<file path="config.mk">
export PLATFORM = sky130hd
export DESIGN_NAME = afifo_rd_drainer
export DESIGN_NICKNAME = d
export VERILOG_FILES = /design/src/rtl/afifo_tb_pkg.sv /design/src/rtl/afifo_rd_throttle.sv /design/src/rtl/afifo_rd_drainer.sv
export SDC_FILE = /design/constraint.sdc
export NUM_CORES = 1
export LEC_CHECK = 0
export ABC_AREA = 1
export CORE_MARGIN = 2
export CORE_UTILIZATION = 49
export CTS_CLUSTER_DIAMETER = 200
export CTS_CLUSTER_SIZE = 30
export DETAILED_ROUTE_END_ITERATION = 8
export PLACE_DENSITY = 0.81
export SETUP_SLACK_MARGIN = 0.05
export SLEW_MARGIN = 20
export SYNTH_ARGS = -nofsm -noshare
export SYNTH_HDL_FRONTEND = slang
export SYNTH_SLANG_ARGS = --single-unit
</file>
<file path="constraint.sdc">
create_clock -name rclk -period 1.8 [get_ports rclk]
set_clock_uncertainty 0.1 [all_clocks]
set_input_delay 0.18 -clock rclk [delete_from_list [all_inputs] [get_ports rclk]]
set_output_delay 0.18 -clock rclk [all_outputs]
set_load 0.01 [all_outputs]
</file>
<file path="src/rtl/afifo_tb_pkg.sv">
// Shared definitions for the async FIFO read-side drainer: data width, FSM
// state encodings and the throttle LFSR constants.
package afifo_tb_pkg;

    localparam int DATA_WIDTH = 8;

    typedef logic [1:0] drainer_state_e;
    localparam drainer_state_e IDLE = 2'd0;
    localparam drainer_state_e ARM  = 2'd1;
    localparam drainer_state_e READ = 2'd2;
    localparam drainer_state_e DONE = 2'd3;

    localparam logic [15:0] LFSR_SEED = 16'hACE1;
    localparam logic [15:0] LFSR_TAPS = 16'hB400;

    // One step of the right-shifting Galois LFSR
    function automatic logic [15:0] lfsr_step(input logic [15:0] s);
        return (s >> 1) ^ (s[0] ? LFSR_TAPS : 16'h0000);
    endfunction

endpackage

</file>
<file path="src/rtl/afifo_rd_throttle.sv">
// Read-gap generator for the drainer. AFIFO_RD_DRAIN_LFSR_EN selects a random
// LFSR duty; otherwise a deterministic 2-on/1-off pattern is used.
module afifo_rd_throttle (
    input  logic clk_i,
    input  logic rst_ni,
    input  logic en_i,
    output logic ok_o
);
    import afifo_tb_pkg::*;

    logic pattern;

`ifdef AFIFO_RD_DRAIN_LFSR_EN
    logic [15:0] lfsr_q, lfsr_d;

    assign lfsr_d  = lfsr_step(lfsr_q);
    assign pattern = lfsr_q[0];

    always_ff @(posedge clk_i or negedge rst_ni) begin
        if (!rst_ni) lfsr_q <= LFSR_SEED;
        else         lfsr_q <= lfsr_d;
    end
`else
    logic [1:0] ph_q, ph_d;

    assign ph_d    = (ph_q == 2'd2) ? 2'd0 : ph_q + 2'd1;
    assign pattern = (ph_q != 2'd2);

    always_ff @(posedge clk_i or negedge rst_ni) begin
        if (!rst_ni) ph_q <= '0;
        else         ph_q <= ph_d;
    end
`endif

    assign ok_o = !en_i || pattern;

endmodule

</file>
<file path="src/rtl/afifo_rd_drainer.sv">
// Read-port consumer for the async FIFO: drives rinc, checks rdata against an
// incrementing sequence and keeps statistics. Throttle mode via AFIFO_RD_DRAIN_LFSR_EN.
module afifo_rd_drainer #(
    parameter int DATA_WIDTH = afifo_tb_pkg::DATA_WIDTH,
    parameter int CNT_WIDTH  = 16,
    parameter int TIMEOUT    = 1024
) (
    input  logic                  rclk,
    input  logic                  rrst_n,
    input  logic                  start,
    input  logic [CNT_WIDTH-1:0]  num_reads,
    input  logic [DATA_WIDTH-1:0] exp_seed,
    input  logic                  throttle_en,
    input  logic                  rempty,
    input  logic [DATA_WIDTH-1:0] rdata,
    output logic                  rinc,
    output logic                  busy,
    output logic                  done,
    output logic                  timeout,
    output logic [CNT_WIDTH-1:0]  rd_count,
    output logic [CNT_WIDTH-1:0]  err_count,
    output logic [CNT_WIDTH-1:0]  poll_count,
    output logic [DATA_WIDTH-1:0] first_err_data
);
    import afifo_tb_pkg::*;

    localparam int STALL_W = $clog2(TIMEOUT + 1);
    localparam logic [STALL_W-1:0] STALL_MAX = STALL_W'(TIMEOUT);

    function automatic logic [CNT_WIDTH-1:0] sat_inc(input logic [CNT_WIDTH-1:0] v);
        return (&v) ? v : v + 1'b1;
    endfunction

    drainer_state_e        state_q, state_d;
    logic [CNT_WIDTH-1:0]  rem_q, rem_d, rem_after;
    logic [DATA_WIDTH-1:0] exp_q, exp_d;
    logic [CNT_WIDTH-1:0]  rd_q, rd_d, err_q, err_d, poll_q, poll_d;
    logic [DATA_WIDTH-1:0] ferr_q, ferr_d;
    logic [STALL_W-1:0]    stall_q, stall_d;
    logic                  to_q, to_d, rinc_q, rinc_d;
    logic                  accept, throttle_ok;

    afifo_rd_throttle u_throttle (
        .clk_i  (rclk),
        .rst_ni (rrst_n),
        .en_i   (throttle_en),
        .ok_o   (throttle_ok)
    );

    assign accept    = rinc_q && !rempty;
    assign rem_after = accept ? rem_q - 1'b1 : rem_q;

    always_comb begin
        state_d = state_q;
        rem_d   = rem_after;
        exp_d   = exp_q;
        rd_d    = rd_q;
        err_d   = err_q;
        poll_d  = poll_q;
        ferr_d  = ferr_q;
        to_d    = to_q;
        stall_d = stall_q;

        if (accept) begin
            rd_d  = sat_inc(rd_q);
            exp_d = exp_q + 1'b1;
            if (rdata != exp_q) begin
                err_d = sat_inc(err_q);
                if (err_q == '0) ferr_d = rdata;
            end
        end
        if (rinc_q && rempty) poll_d = sat_inc(poll_q);

        case (state_q)
            IDLE, DONE: begin
                if (start) begin
                    state_d = ARM;
                    rem_d   = num_reads;
                    exp_d   = exp_seed;
                end
            end
            ARM: begin
                rd_d    = '0;
                err_d   = '0;
                poll_d  = '0;
                ferr_d  = '0;
                to_d    = 1'b0;
                stall_d = '0;
                state_d = (rem_q == '0) ? DONE : READ;
            end
            READ: begin
                if (accept) begin
                    stall_d = '0;
                    if (rem_after == '0) state_d = DONE;
                end else begin
                    stall_d = stall_q + 1'b1;
                    if (stall_d == STALL_MAX) begin
                        state_d = DONE;
                        to_d    = 1'b1;
                    end
                end
            end
            default: state_d = IDLE;
        endcase

        // Looks at the post-accept remaining count so rinc drops right after the last read
        rinc_d = (state_d == READ) && (rem_after != '0) && throttle_ok;
    end

    always_ff @(posedge rclk or negedge rrst_n) begin
        if (!rrst_n) begin
            state_q <= IDLE;
            rem_q   <= '0;
            exp_q   <= '0;
            rd_q    <= '0;
            err_q   <= '0;
            poll_q  <= '0;
            ferr_q  <= '0;
            stall_q <= '0;
            to_q    <= 1'b0;
            rinc_q  <= 1'b0;
        end else begin
            state_q <= state_d;
            rem_q   <= rem_d;
            exp_q   <= exp_d;
            rd_q    <= rd_d;
            err_q   <= err_d;
            poll_q  <= poll_d;
            ferr_q  <= ferr_d;
            stall_q <= stall_d;
            to_q    <= to_d;
            rinc_q  <= rinc_d;
        end
    end

    assign rinc           = rinc_q;
    assign busy           = (state_q == ARM) || (state_q == READ);
    assign done           = (state_q == DONE);
    assign timeout        = to_q;
    assign rd_count       = rd_q;
    assign err_count      = err_q;
    assign poll_count     = poll_q;
    assign first_err_data = ferr_q;

endmodule

</file>
==> results of run 1 <==
worst max-delay path, delay by kind of cell (launching register included):
family	cells	cell delay, ns
flops	1	0.36
simple gates	10	0.96
buf+inv	2	0.26
compound gates	2	0.31
power by group through the flow:
stage / combinational (mW) / sequential, mW / clock [mW]
floorplan: 2.64 / 3.27 / 0
global placement: 5.07 / 3.18 / 0
detailed placement: 5.18 / 3.20 / 0
CTS: 5.91 / 3.18 / 2.06
global route: 7.98 / 3.33 / 2.20
finish: 7.57 / 3.28 / 2.12
what timing repair did:
action,CTS,global route
hold endpoints to repair,97,0
gates cloned,3,2
gates resized for setup,97,186
setup endpoints to repair,57,84
hold buffers,1,0
pin swaps,25,52
buffers inserted,28,27
final cells by class:
type	count	area share
well taps	143	0.0181
clock buffers	13	0.0243
multi-input cells	550	0.394
flip-flops and latches	97	0.246
inverters	96	0.0395
repair buffers	300	0.272
clock inverters	3	0.00658
cells in the final DEF (no fill, tap or decap), drive strengths merged, types with 2 or more instances in the layout:
cell           synthesis  layout
clkdlybuf4s50          0      87
buf                   13     205
o31ai                 15      15
xnor2                  5       5
nand3b                 2       2
nor2                  82      82
o22ai                  7       7
dfrtp                 97      97
nor3                  23      23
xor2                  22      22
nor3b                  2       2
inv                   96      95
nand3                 77      78
dlygate4sd2            0       3
clkinv                 0       2
nand4                 21      21
o21ai                 58      58
a31oi                 10      10
ha                    10      10
clkbuf                 5      14
dlymetal6s2s           0       3
nand2                173     174
bufinv                 0       2
a21oi                 23      23
nor4                   8       8
worst max-delay path by stage:
stage	depth (start not counted)	slack [ns]	startpoint	end
3_3_place_gp	15	-0.40	rempty	rinc
5_1_grt	14	-0.40	rem_q[6]	rinc
6_report	14	-0.27	stall_q[1]	rinc
3_5_place_dp	15	-0.44	rempty	rinc
4_1_cts	15	-0.15	rem_q[1]	rinc
2_1_floorplan	13	-0.07	poll_count[1]	poll_count[7]
cells in the mapped netlist, types with 2 or more instances:
cell type	n	share of area
a21oi_1	21	0.018
a31oi_1	9	0.0097
buf_1	5	0.0032
buf_2	3	0.0026
buf_4	3	0.0039
buf_6	2	0.0039
clkbuf_1	4	0.0026
dfrtp_1	97	0.42
ha_1	10	0.022
inv_1	93	0.060
inv_2	3	0.0019
nand2_1	165	0.11
nand2_2	8	0.0087
nand3_1	71	0.061
nand3_2	6	0.010
nand3b_1	2	0.0026
nand4_1	21	0.023
nor2_1	74	0.048
nor2_2	5	0.0054
nor2_4	3	0.0058
nor3_1	20	0.017
nor3_4	2	0.0056
nor3b_1	2	0.0026
nor4_1	8	0.0087
o21ai_0	51	0.044
o21ai_1	7	0.0061
o22ai_1	7	0.0076
o31ai_1	15	0.019
xnor2_1	5	0.0076
xor2_1	22	0.033
logic make-up after synthesis:
logic type / Yosys count / share of synthesized area
mux: 1 / 0.00173
simple gates: 389 / 0.309
buf+inv: 114 / 0.0794
fa+ha+maj: 10 / 0.0216
compound gates: 121 / 0.127
xor+xnor: 27 / 0.0409
flops: 97 / 0.420
per-stage QoR:
stage | hold WS [ns] | total power, mW | setup WS (ns)
6_report | 0.268 | 13.0 | -0.271
5_1_grt | 0.286 | 13.5 | -0.398
4_1_cts | 0.268 | 11.2 | -0.154
3_5_place_dp | 0.178 | 8.38 | -0.444
3_3_place_gp | 0.176 | 8.25 | -0.399
2_1_floorplan | -0.216 | 5.91 | -0.0713
per-layer routing:
layer	share of wire	routed length, um	up-vias	GRT usage
met5	0	0	-	0
met4	0.054	1290	0	0.137
met3	0.087	2070	135	0.0459
met2	0.50	11900	517	0.504
met1	0.36	8650	3474	0.387
li1	-	-	3140	-
flip-flops by register name, indices dropped and copies added, names as in the netlist:
signal,flops
timeout,1
rem_q,16
err_count,16
first_err_data,8
u_throttle.ph_q,2
poll_count,16
rd_count,16
exp_q,8
stall_q,11
state_q,2
rinc,1
==> flow_summary_export.csv, run 1 <==
group,metric,value,unit
run_status,status,"finished, violations left",
run_status,violations,"negative setup slack",
setup_path,crit_chain,"buf_4 -> nand2_2 -> buf_4 -> nor2_1 -> nand2_1 -> o21ai_0 -> nand2_1 -> nand4_1 -> nor2_2 -> a21oi_1 -> nand2_1 -> nand2_1 -> nand2_1 -> nor2_1",
sta,fin_crit,2.07,ns
power_and_ir_drop,pwr-share-seq,0.253,
clock_tree,path_clk_slew,0.07,ns
setup_path,reg2reg_slack,-0.27,ns
grt,grt_util_all_layers,0.302,
setup_path,worstPathMaxFanout,2,
clock_tree,tritoncts,"built",
job,maxCapViolations,0,
synth,synth-async-reset-ratio,1.00,
power_and_ir_drop,p_leak,4.49,nW
synth,syn_area_per_cell,7.62,um2
floorplanning,die_area,12700,um2
synth,ys_types,45,
placed_design,dp_cells,1128,
sta,maxSlewHeadroom,0.629,
floorplanning,dieHeight,113,um
power_and_ir_drop,p_int,7.22,mW
final_layout,multi_input_area,3890,um2
drt,wire_per_inst,19.9,um
synth,yosys_warnings,0,
setup_path,critPathCaptureType,"flip-flop",
final_layout,syn_to_final_growth,71.1,%
drt,vias,7266,
power_and_ir_drop,comb_power_share,0.584,
drt,dr.pass1.iters,5,
clock_tree,htree_levels,3,
setup_path,reg2reg_depth,14,
synth,ys_seq_elements,97,
final_layout,drive_gt1_frac,0.395,
hold_path,whs_path_depth,3,
drt,drt-initial-drc-count,871,
final_layout,final_util,0.863,
placed_design,place_congestion,0.940,
grt,grt_pass1_wl,31.1,mm
power_and_ir_drop,p_per_area,1310,nW/um2
sta,rsz0062_at_grt,"true",
sta,setup_tns,-5.75,ns
synth,seq_area_frac_synth,0.420,
grt,grt_pass1_vias,6535,
setup_path,crit_type,"reg2reg",
sta,maxSlewViolCount,0,
sta,setup_viol,51,
synth,synthCells,759,
setup_path,timing.rr.end,"rinc",
sta,fin_ws,-0.271,ns
clock_tree,cts.sinks,97,
final_layout,final-seq-area,2430,um2
grt,grt_max_degree,98,
floorplanning,fp-row-count,39,
final_layout,final_nets,1101,
setup_path,worst_path_largest_cell_delay,0.36,ns
clock_tree,cts_buffers,9,
setup_path,arrival,2.27,ns
drt,drc,0,
hold_path,worstHoldStart,"num_reads[11]",
clock_tree,cts-root-buf,"clkbuf_16",
setup_path,crit_path_frequent_cell,"nand2_1",
setup_path,worst_setup_path_start_kind,"flip-flop",
sta,worst_pin_slew,0.556,ns
synth,synth_nets,806,
sta,timing_hold_violations_final,0,
setup_path,slowest_stage,"dfrtp_1",
drt,routed_wl,23.9,mm
power_and_ir_drop,switching_share,0.444,
grt,antenna_found_initial,0,
hold_path,whs_endpoint,"rem_q[11]",
hold_path,hp-class,"in2reg",
clock_tree,insertion_delay,0.36,ns
power_and_ir_drop,power_switching,5.76,mW
final_layout,final_area,9890,um2
placed_design,dp_hpwl,11.9,mm
floorplanning,ios,97,
sta,finalCritPeriodShare,1.15,
power_and_ir_drop,vdd_drop_max,0.00108,V
setup_path,required,2.00,ns
floorplanning,start_util,0.504,
clock_tree,clockBufferDepth,2,
floorplanning,die_w,113,um
placed_design,io_buffers,96,
power_and_ir_drop,clockPowerShare,0.163,
drt,avgViaCountPerCell,6.04,
final_layout,n_antenna_cell,0,
synth,synthFlopType,"dfrtp_1",
synth,synth-edff-count,0,
setup_path,crit-reg2reg-launch,"stall_q[1]",
grt,grt_overflow,0,
floorplanning,core,11500,um2
drt,ant_nets,0,
final_layout,fillers,524,
synth,netlist_area,5780,um2
placed_design,place_area,8020,um2
final_layout,final_cells,1202,
sta,max_freq,483,MHz
Note: power is estimated with default switching activity, not from simulation.
==> run 2: changes to the inputs <==
- CELL_PAD_IN_SITES_DETAIL_PLACEMENT: default -> 1
- CELL_PAD_IN_SITES_GLOBAL_PLACEMENT: default -> 1
- CORE_UTILIZATION: 49 -> 35
- PLACE_DENSITY: 0.81 -> 0.8
==> flow_summary_export.csv, run 2 (synthesized netlist as in run 1, its figures left out) <==
group,metric,value,unit
power_and_ir_drop,p_total,14.9,mW
drt,dr.pass1.iters,5,
drt,drc,0,
final_layout,final_nets,1130,
sta,setup_viol,72,
drt,wl_met3,1.55,mm
sta,rsz0062_at_grt,"true",
floorplanning,start_util,0.361,
final_layout,n_antenna_cell,0,
clock_tree,cts.sinks,97,
floorplanning,fp-row-count,46,
drt,maxUsedRoutingLayer,"met4",
setup_path,worst_path_largest_cell_delay,0.45,ns
setup_path,worst_setup_path_start_kind,"flip-flop",
setup_path,arrival,2.54,ns
drt,ant_nets,0,
setup_path,critPathCaptureType,"flip-flop",
setup_path,crit_chain,"inv_1 -> nand2_1 -> nor2_1 -> nand3_1 -> nand2_1 -> nand2_1 -> inv_1 -> nand3_1 -> nor2_2 -> nand3_1 -> nand2_1 -> nand2_1 -> nand2_2 -> nor2_2",
placed_design,io_buffers,96,
drt,routed_wl,32.6,mm
sta,setup_tns,-11.78,ns
drt,vias,7564,
floorplanning,die_area,17600,um2
sta,maxSlewHeadroom,0.692,
setup_path,slowest_stage,"dfrtp_1",
placed_design,place_area,8280,um2
final_layout,final_util,0.669,
drt,wire_per_inst,25.0,um
setup_path,required,1.96,ns
final_layout,drive_gt1_frac,0.456,
clock_tree,insertion_delay,0.38,ns
setup_path,worstPathMaxFanout,3,
clock_tree,clockBufferDepth,2,
drt,dr_wl_met2,16.9,mm
setup_path,reg2reg_depth,14,
grt,grt_max_degree,29,
final_layout,final_area,10700,um2
sta,max_freq,420,MHz
setup_path,reg2reg_slack,-0.58,ns
power_and_ir_drop,vdd_drop_max,0.000803,V
clock_tree,cts_buffers,9,
placed_design,place_congestion,0.840,
floorplanning,dieHeight,133,um
clock_tree,cts-root-buf,"clkbuf_16",
grt,grt_pass1_wl,39.3,mm
placed_design,dp_hpwl,15.4,mm
floorplanning,core,16000,um2
placed_design,dp_cells,1215,
floorplanning,ios,97,
sta,fin_ws,-0.580,ns
sta,hold_ws,0.194,ns
setup_path,crit_buf_inv,2,
setup_path,crit_type,"reg2reg",
drt,drt-initial-drc-count,675,
clock_tree,tritoncts,"built",
run_status,status,"finished, violations left",
clock_tree,htree_levels,3,
power_and_ir_drop,p_per_area,1390,nW/um2
sta,worst_pin_slew,0.462,ns
clock_tree,path_clk_slew,0.08,ns
grt,grt_overflow,0,
setup_path,cp_top_family,"simple AND/OR/NAND/NOR gates",
setup_path,crit_path_start,"rem_q[10]",
floorplanning,die_w,133,um
job,maxCapViolations,0,
drt,wl_met1,12.5,mm
run_status,violations,"negative setup slack",
final_layout,layout_common_cells,"184 x buf_4, 123 x nand2_1, 92 x dfrtp_1",
grt,grt_util_all_layers,0.279,
hold_path,hp-class,"in2async",
setup_path,crit-reg2reg-launch,"rem_q[10]",
grt,antenna_found_initial,0,
sta,finalCritPeriodShare,1.32,
drt,avgViaCountPerCell,5.81,
final_layout,final_common_cell,"buf_4",
sta,fin_crit,2.38,ns
power_and_ir_drop,p_leak,4.93,nW
placed_design,preCtsSetupSlack,-0.543,ns
final_layout,syn_to_final_growth,85.0,%
grt,grt_pass1_vias,7381,
sta,timing_hold_violations_final,0,
setup_path,crit_path_frequent_cell,"nand2_1",
setup_path,timing.rr.end,"rinc",
sta,maxSlewViolCount,0,
final_layout,final_cells,1303,
[run 2: how the worst max path moves through the flow]
stage	end	slack (ns)	cells past startpoint
after floorplan	poll_count[7]	-0.07	13
after global placement	rinc	-0.43	15
after detailed placement	rinc	-0.54	13
after CTS	rinc	-0.19	15
after global routing	rinc	-0.68	14
final	rinc	-0.58	14
[run 2: cell type report]
type,count,area [um2]
inverter,96,398
clock buffer,11,233
multi-input combinational,549,4210
clock inverter,4,70.1
fill,1818,5300
sequential,97,2430
timing repair buffer,330,3080
tap,216,270
[run 2: routing by layer]
metal,track usage,vias to the layer above
li1,-,3198
met2,0.499,382
met5,0,-
met3,0.0314,131
met4,0.0950,0
met1,0.348,3853
[run 2: timing repair]
action                                  4_1_cts  5_1_grt
gates cloned                                  2        1
endpoints found under the setup margin       83       99
hold buffers                                  1        0
hold endpoints to repair                     23        0
resized for setup                           158      228
pin swaps                                    25       72
buffers inserted                             31       46
[run 2: report_power, final]
part           switching, mW  total, mW  internal [mW]  leakage, nW
registers              0.648       3.39           2.74         1.26
clock network          0.977       2.19           1.21        0.149
logic                   5.23       9.28           4.05         3.52
total                   6.86       14.9           8.00         4.93
